**src/rtl/bean_scheduler.sv**
```systemverilog
// bean_scheduler
// Manages the pool of bean obstacle slots for the goose-run playfield. After a
// pseudo-random gap it spawns a bean at the right edge. Once per video frame it
// scrolls every live bean left. Beans that reach the left edge are retired and
// counted.
//
// Ports
//   clk          system (pixel) clock
//   rst          asynchronous, active-high reset
//   frame_tick   one-cycle pulse per video frame
//   run          level, 1 = game running, 0 = idle / cleared
//   halt         collision; freezes the field until run drops
//   bean_x       slot i left-edge x at bits [10i+9:10i]
//   bean_valid   slot i occupied
//   spawn_pulse  high for the cycle in which a newly spawned bean first appears
//   passed       beans retired in the current game, saturating at 0xFFFF

module bean_scheduler #(
    parameter int NUM_SLOTS = 4,
    parameter int SPAWN_X   = 400,
    parameter int SPEED     = 5,
    parameter int MIN_GAP   = 40,
    parameter int GAP_MASK  = 63
) (
    input  logic                     clk,
    input  logic                     rst,
    input  logic                     frame_tick,
    input  logic                     run,
    input  logic                     halt,
    output logic [10*NUM_SLOTS-1:0]  bean_x,
    output logic [NUM_SLOTS-1:0]     bean_valid,
    output logic                     spawn_pulse,
    output logic [15:0]              passed
);

    localparam logic [1:0] ST_IDLE   = 2'd0;
    localparam logic [1:0] ST_RUN    = 2'd1;
    localparam logic [1:0] ST_FROZEN = 2'd2;

    localparam logic [9:0] SPEED_C   = 10'(SPEED);
    localparam logic [9:0] SPAWN_C   = 10'(SPAWN_X);
    localparam logic [8:0] MIN_GAP_C = 9'(MIN_GAP);
    localparam logic [7:0] MASK_C    = 8'(GAP_MASK);

    logic [1:0]             state;
    logic [15:0]            lfsr;
    logic [8:0]             gap_cnt;

    logic [10*NUM_SLOTS-1:0] next_x;
    logic [NUM_SLOTS-1:0]    next_valid;
    logic [NUM_SLOTS-1:0]    free_sel;
    logic                    free_found;
    logic [3:0]              retire_cnt;
    logic                    do_spawn;
    logic [8:0]              gap_reload;
    logic [8:0]              next_gap;
    logic [16:0]             passed_sum;
    logic [15:0]             next_passed;

    // Free-running Fibonacci LFSR with taps 16,14,13,11. It starts from a
    // non-zero seed, so it can never lock up at zero.
    always_ff @(posedge clk or posedge rst) begin
        if (rst) begin
            lfsr <= 16'hACE1;
        end else begin
            lfsr <= {lfsr[14:0], lfsr[15] ^ lfsr[13] ^ lfsr[12] ^ lfsr[10]};
        end
    end

    assign gap_reload = MIN_GAP_C + {1'b0, lfsr[7:0] & MASK_C};

    // Next-frame image of the field. The free slot is chosen from the occupancy
    // before scrolling, so a slot retired on this tick cannot be reused until
    // the next tick. A new bean is written over the scrolled value, so it does
    // not move on its spawn tick.
    always_comb begin
        next_x     = bean_x;
        next_valid = bean_valid;
        retire_cnt = '0;
        free_sel   = '0;
        free_found = 1'b0;
        for (int i = 0; i < NUM_SLOTS; i++) begin
            if (bean_valid[i]) begin
                if (bean_x[10*i +: 10] <= SPEED_C) begin
                    next_valid[i]      = 1'b0;
                    next_x[10*i +: 10] = '0;
                    retire_cnt         = retire_cnt + 4'd1;
                end else begin
                    next_x[10*i +: 10] = bean_x[10*i +: 10] - SPEED_C;
                end
            end else if (!free_found) begin
                free_sel[i] = 1'b1;
                free_found  = 1'b1;
            end
        end

        do_spawn = (gap_cnt == 9'd0) && free_found;
        if (do_spawn) begin
            for (int i = 0; i < NUM_SLOTS; i++) begin
                if (free_sel[i]) begin
                    next_x[10*i +: 10] = SPAWN_C;
                    next_valid[i]      = 1'b1;
                end
            end
        end

        // With a full pool the counter waits at zero, so the spawn is retried
        // on every later tick.
        if (gap_cnt != 9'd0) begin
            next_gap = gap_cnt - 9'd1;
        end else if (do_spawn) begin
            next_gap = gap_reload;
        end else begin
            next_gap = 9'd0;
        end

        passed_sum  = {1'b0, passed} + {13'd0, retire_cnt};
        next_passed = passed_sum[16] ? 16'hFFFF : passed_sum[15:0];
    end

    // Game state machine. Priority within a cycle: run low clears the field,
    // then halt freezes it, then frame_tick advances it.
    always_ff @(posedge clk or posedge rst) begin
        if (rst) begin
            state       <= ST_IDLE;
            bean_x      <= '0;
            bean_valid  <= '0;
            spawn_pulse <= 1'b0;
            passed      <= '0;
            gap_cnt     <= MIN_GAP_C;
        end else begin
            spawn_pulse <= 1'b0;
            case (state)
                ST_IDLE: begin
                    bean_x     <= '0;
                    bean_valid <= '0;
                    passed     <= '0;
                    gap_cnt    <= MIN_GAP_C;
                    if (run) begin
                        state <= ST_RUN;
                    end
                end
                ST_RUN: begin
                    if (!run) begin
                        state      <= ST_IDLE;
                        bean_x     <= '0;
                        bean_valid <= '0;
                        passed     <= '0;
                        gap_cnt    <= MIN_GAP_C;
                    end else if (halt) begin
                        state <= ST_FROZEN;
                    end else if (frame_tick) begin
                        bean_x      <= next_x;
                        bean_valid  <= next_valid;
                        passed      <= next_passed;
                        gap_cnt     <= next_gap;
                        spawn_pulse <= do_spawn;
                    end
                end
                ST_FROZEN: begin
                    if (!run) begin
                        state      <= ST_IDLE;
                        bean_x     <= '0;
                        bean_valid <= '0;
                        passed     <= '0;
                        gap_cnt    <= MIN_GAP_C;
                    end
                end
                default: begin
                    state <= ST_IDLE;
                end
            endcase
        end
    end

endmodule

```
**config.mk**
```make
export PLATFORM = sky130hd
export DESIGN_NAME = bean_scheduler
export DESIGN_NICKNAME = d
export VERILOG_FILES = /design/src/rtl/bean_scheduler.sv
export SDC_FILE = /design/constraint.sdc
export NUM_CORES = 1
export LEC_CHECK = 0
export CELL_PAD_IN_SITES_DETAIL_PLACEMENT = 2
export CELL_PAD_IN_SITES_GLOBAL_PLACEMENT = 2
export CORE_MARGIN = 3
export CORE_UTILIZATION = 35
export CTS_BUF_LIST = sky130_fd_sc_hd__clkbuf_8
export DETAILED_ROUTE_END_ITERATION = 7
export PLACE_DENSITY = 0.8
export SYNTH_ARGS = -nofsm -noshare
export SYNTH_HDL_FRONTEND = slang
export SYNTH_SLANG_ARGS = --single-unit
```
**constraint.sdc**
```tcl
create_clock -name clk -period 5.65 [get_ports clk]
set_clock_uncertainty 0.2 [all_clocks]
set_input_delay 1.13 -clock clk [delete_from_list [all_inputs] [get_ports clk]]
set_output_delay 1.13 -clock clk [all_outputs]
set_load 0.02 [all_outputs]
```
==> qor.yml <==
floorplanning:
  chipWidth_um: 126.9
  floorplan.io_pins: 66
  design.die.area_um2: 16110
  initial_utilization_pct: 36.30
  die_height_um: 126.9
  placementRows: 43
  core_area_um2: 14100
grt:
  first_global_vias: 5312
  grt-ovfl-total: 0
  grt_max_degree: 50
  wire_length_of_the_first_global_routing_pass_mm: 28.30
  track_usage_pct: 21.63
  antenna_violations_before_repair: 0
setup_path:
  crit_arrival_ps: 5040
  worst_ep_required_time_ps: 5760
  timing.rr.end: "passed[10]"
  critPathTopFamily: "simple AND/OR/NAND/NOR gates"
  crit_type: "reg -> reg"
  timing.critical_path.cells: "or3_1, nor4_2, ha_1, nand2_1, o21ai_1, ha_1, mux2i_1, inv_1, ha_1, o21ai_0, fa_1, nor2b_1, o21ai_0, nor3_1, buf_4, o21bai_1, o2bb2ai_1"
  category_of_the_worst_setup_path_capture_point: "flip-flop"
  critical-path-top-cell-by-count: "ha_1"
  critPathMaxStageDelay_ps: 540
  slowest_stage: "nor4_2"
  worst-path-max-fanout: 13
  reg2reg_slack_ps: 720
  rr_startpoint: "bean_x[13]"
  r2r_cells: 17
  crit_path_start_kind: "flip-flop"
  cp.buffers_inverters: 2
timing:
  grt_setup_unrepaired: "no"
  setup_violations: 0
  worst_pin_slew_ps: 1163
  hold_viol: 0
  maxSlewViolCount: 0
  worst_slew_margin_rel_pct: 22.50
  maxClockFrequency_mhz: 203.0
  layout_setup_ws_ps: 723.4
  fin_crit_ps: 4927
  timing.setup.tns_ps: 0
  finalCritPeriodShare_pct: 87.20
drt:
  drc_errors: 0
  vias: 4745
  number_of_violations_reported_at_the_end_of_detailed_routing_iteration_0: 168
  drt_pass1_iterations: 4
  drt-total-wl_mm: 16.63
  viasPerCell: 5.836
  postRouteAntennaNets: 0
  wl_per_cell_um: 20.46
clock_tree:
  cts_root_buffer: "clkbuf_8"
  tritoncts: "done"
  number_of_buffers_inserted_during_clock_tree_synthesis: 9
  clk_latency_ps: 380
  clkTransAtPathRegs_ps: 100
  clk_path_buf_depth: 2
  cts_resized: 0
  cts_hold_buf: 0
  cts.sink_count: 88
  h-tree-depth: 3
  post-cts-setup-buffer-count: 0
synth:
  yosys.area.top_type_share_pct: 38.14
  synth.cells.most_frequent: "dfrtp_1 (78), nand2_1 (64), o21ai_0 (57)"
  synth_largest_area_cell: "dfrtp_1"
  synth-edff-count: 0
  seq_area_frac_synth_pct: 43.28
  synth_top_flop_cell: "dfrtp_1"
  syn-num-nets: 590
  synthesis.area_um2: 5117
  synth.distinct_cells: 65
  asyncSetResetFlopFracSynth_pct: 100.0
  ys.warnings.count: 0
  yosys_register_bits: 88
  ys_top_cells_by_area: "dfrtp_1 (38%), o21ai_0 (5.6%), dfstp_2 (5.1%), nand2_1 (4.7%), ha_1 (4.2%)"
  syn_area_per_cell_um2: 9.025
  synth.most_common_cell: "dfrtp_1"
  synthesis.instances: 567
job:
  timing.max_cap.violations: 0
final_layout:
  finish.cell_count_without_fillers: 813
  final_layout_size_suffix_gt1_share_pct: 8.689
  nFillCells: 1557
  flow.area_growth_from_synthesis_pct: 20.29
  number_of_nets_in_the_layout: 651
  antenna_cells_inserted: 0
placement:
  routabilityCongestion: 0.8468
  placement.setup.worst_slack_ps: 778.4
  dpl.hpwl_mm: 11.99
  dp_cells: 797
  placement.io_buffers: 65
run_status:
  status: "finished, final reports clean"
power:
  cellLeakagePower_nw: 2.599
  power_density_nw_per_um2: 192.4
  worst_vdd_drop_uv: 83.12
hold_path:
  holdCritPathClass: "reg -> reg"
  hold-path-cell-count: 0
  worst_case_hold_path_end_point: "lfsr[10]"
  hold_path_startpoint: "lfsr[9]"
per-stage QoR:
step | power, mW | area [um2] | utilization, % | hold WS (ps)
2_1_floorplan | 0.7133 | 5117 | - | 131.2
3_3_place_gp | 0.7432 | 5967 | 42.33 | 141.1
3_5_place_dp | 0.7507 | 5967 | 42.33 | 152.5
4_1_cts | 1.206 | 6156 | 43.67 | 175.0
5_1_grt | 1.241 | 6156 | 43.67 | 183.1
6_report | 1.184 | 6156 | 43.67 | 170.1
cell usage in the layout, fill, tap and decap left out, drive strengths merged, types with 4 or more instances in the layout:
cell type / netlist / final
a21o: 9 / 9
a21oi: 37 / 37
a221o: 4 / 4
a22oi: 5 / 5
a31oi: 19 / 19
buf: 3 / 11
clkbuf: 23 / 9
clkdlybuf4s50: 0 / 65
clkinv: 0 / 5
dfrtp: 78 / 78
dfstp: 10 / 10
ha: 17 / 17
inv: 25 / 26
nand2: 64 / 64
nand2b: 15 / 15
nand3: 15 / 15
nand3b: 4 / 4
nor2: 30 / 30
nor2b: 5 / 5
nor3: 27 / 27
nor3b: 5 / 5
nor4: 9 / 9
o211ai: 5 / 5
o21a: 7 / 7
o21ai: 59 / 59
o31ai: 12 / 12
or2: 4 / 4
or3: 7 / 7
or4: 5 / 5
xnor2: 5 / 5
xor2: 5 / 5
registers in the layout, summed over array words and instances (netlist names):
register	cells
bean_x	40
lfsr	16
passed	16
gap_cnt	9
bean_valid	4
state	2
spawn_pulse	1
power breakdown:
group,internal (mW),total [mW],switching [mW],leakage [nW]
registers,0.636,0.644,0.00853,1.19
logic,0.0280,0.0929,0.0649,1.30
clock network,0.202,0.447,0.246,0.106
total,0.865,1.18,0.319,2.60
layer usage:
layer	part of all wire, %	vias up	GRT usage (%)
li1	-	2211	-
met1	46	2452	27.55
met2	51	69	38.42
met3	2.4	13	2.442
met4	1.1	0	6.688
met5	0	-	0
area by class of cell:
type / count / area, um2 / share of cell area [%]
sequential: 88 / 2215 / 35.98
clock inverter: 7 / 65.06 / 1.057
inverter: 25 / 95.09 / 1.545
tap: 180 / 225.2 / 3.659
multi-input combinational: 428 / 2699 / 43.84
timing repair buffer: 76 / 733.2 / 11.91
clock buffer: 9 / 123.9 / 2.012
worst max path at each step:
stage / from / to / cells after the start
finish: bean_x[13] / passed[10] / 17
global route: bean_x[16] / passed[10] / 17
CTS: bean_x[13] / passed[10] / 17
detailed placement: bean_x[0] / passed[10] / 19
global placement: bean_x[13] / passed[10] / 17
floorplan: bean_x[0] / passed[5] / 19
worst reg2reg max path, cell delays in order, from the launching register on:
cell and delay (ps):
dfrtp_1 470, or3_1 430, nor4_2 540, ha_1 340, nand2_1 70, o21ai_1 140, ha_1 360, mux2i_1 190
inv_1 80, ha_1 290, o21ai_0 120, fa_1 450, nor2b_1 240, o21ai_0 220, nor3_1 230, buf_4 230
o21bai_1 140, o2bb2ai_1 130
kinds of logic after synthesis:
kind of cell | Yosys count | share of synthesized area (%)
simple gates | 212 | 23.06
compound gates | 187 | 23.15
flops | 88 | 43.28
buf+inv | 51 | 4.058
fa+ha+maj | 18 | 4.548
xor+xnor | 10 | 1.711
mux | 1 | 0.1956
Note: power is estimated with default switching activity, not from simulation.
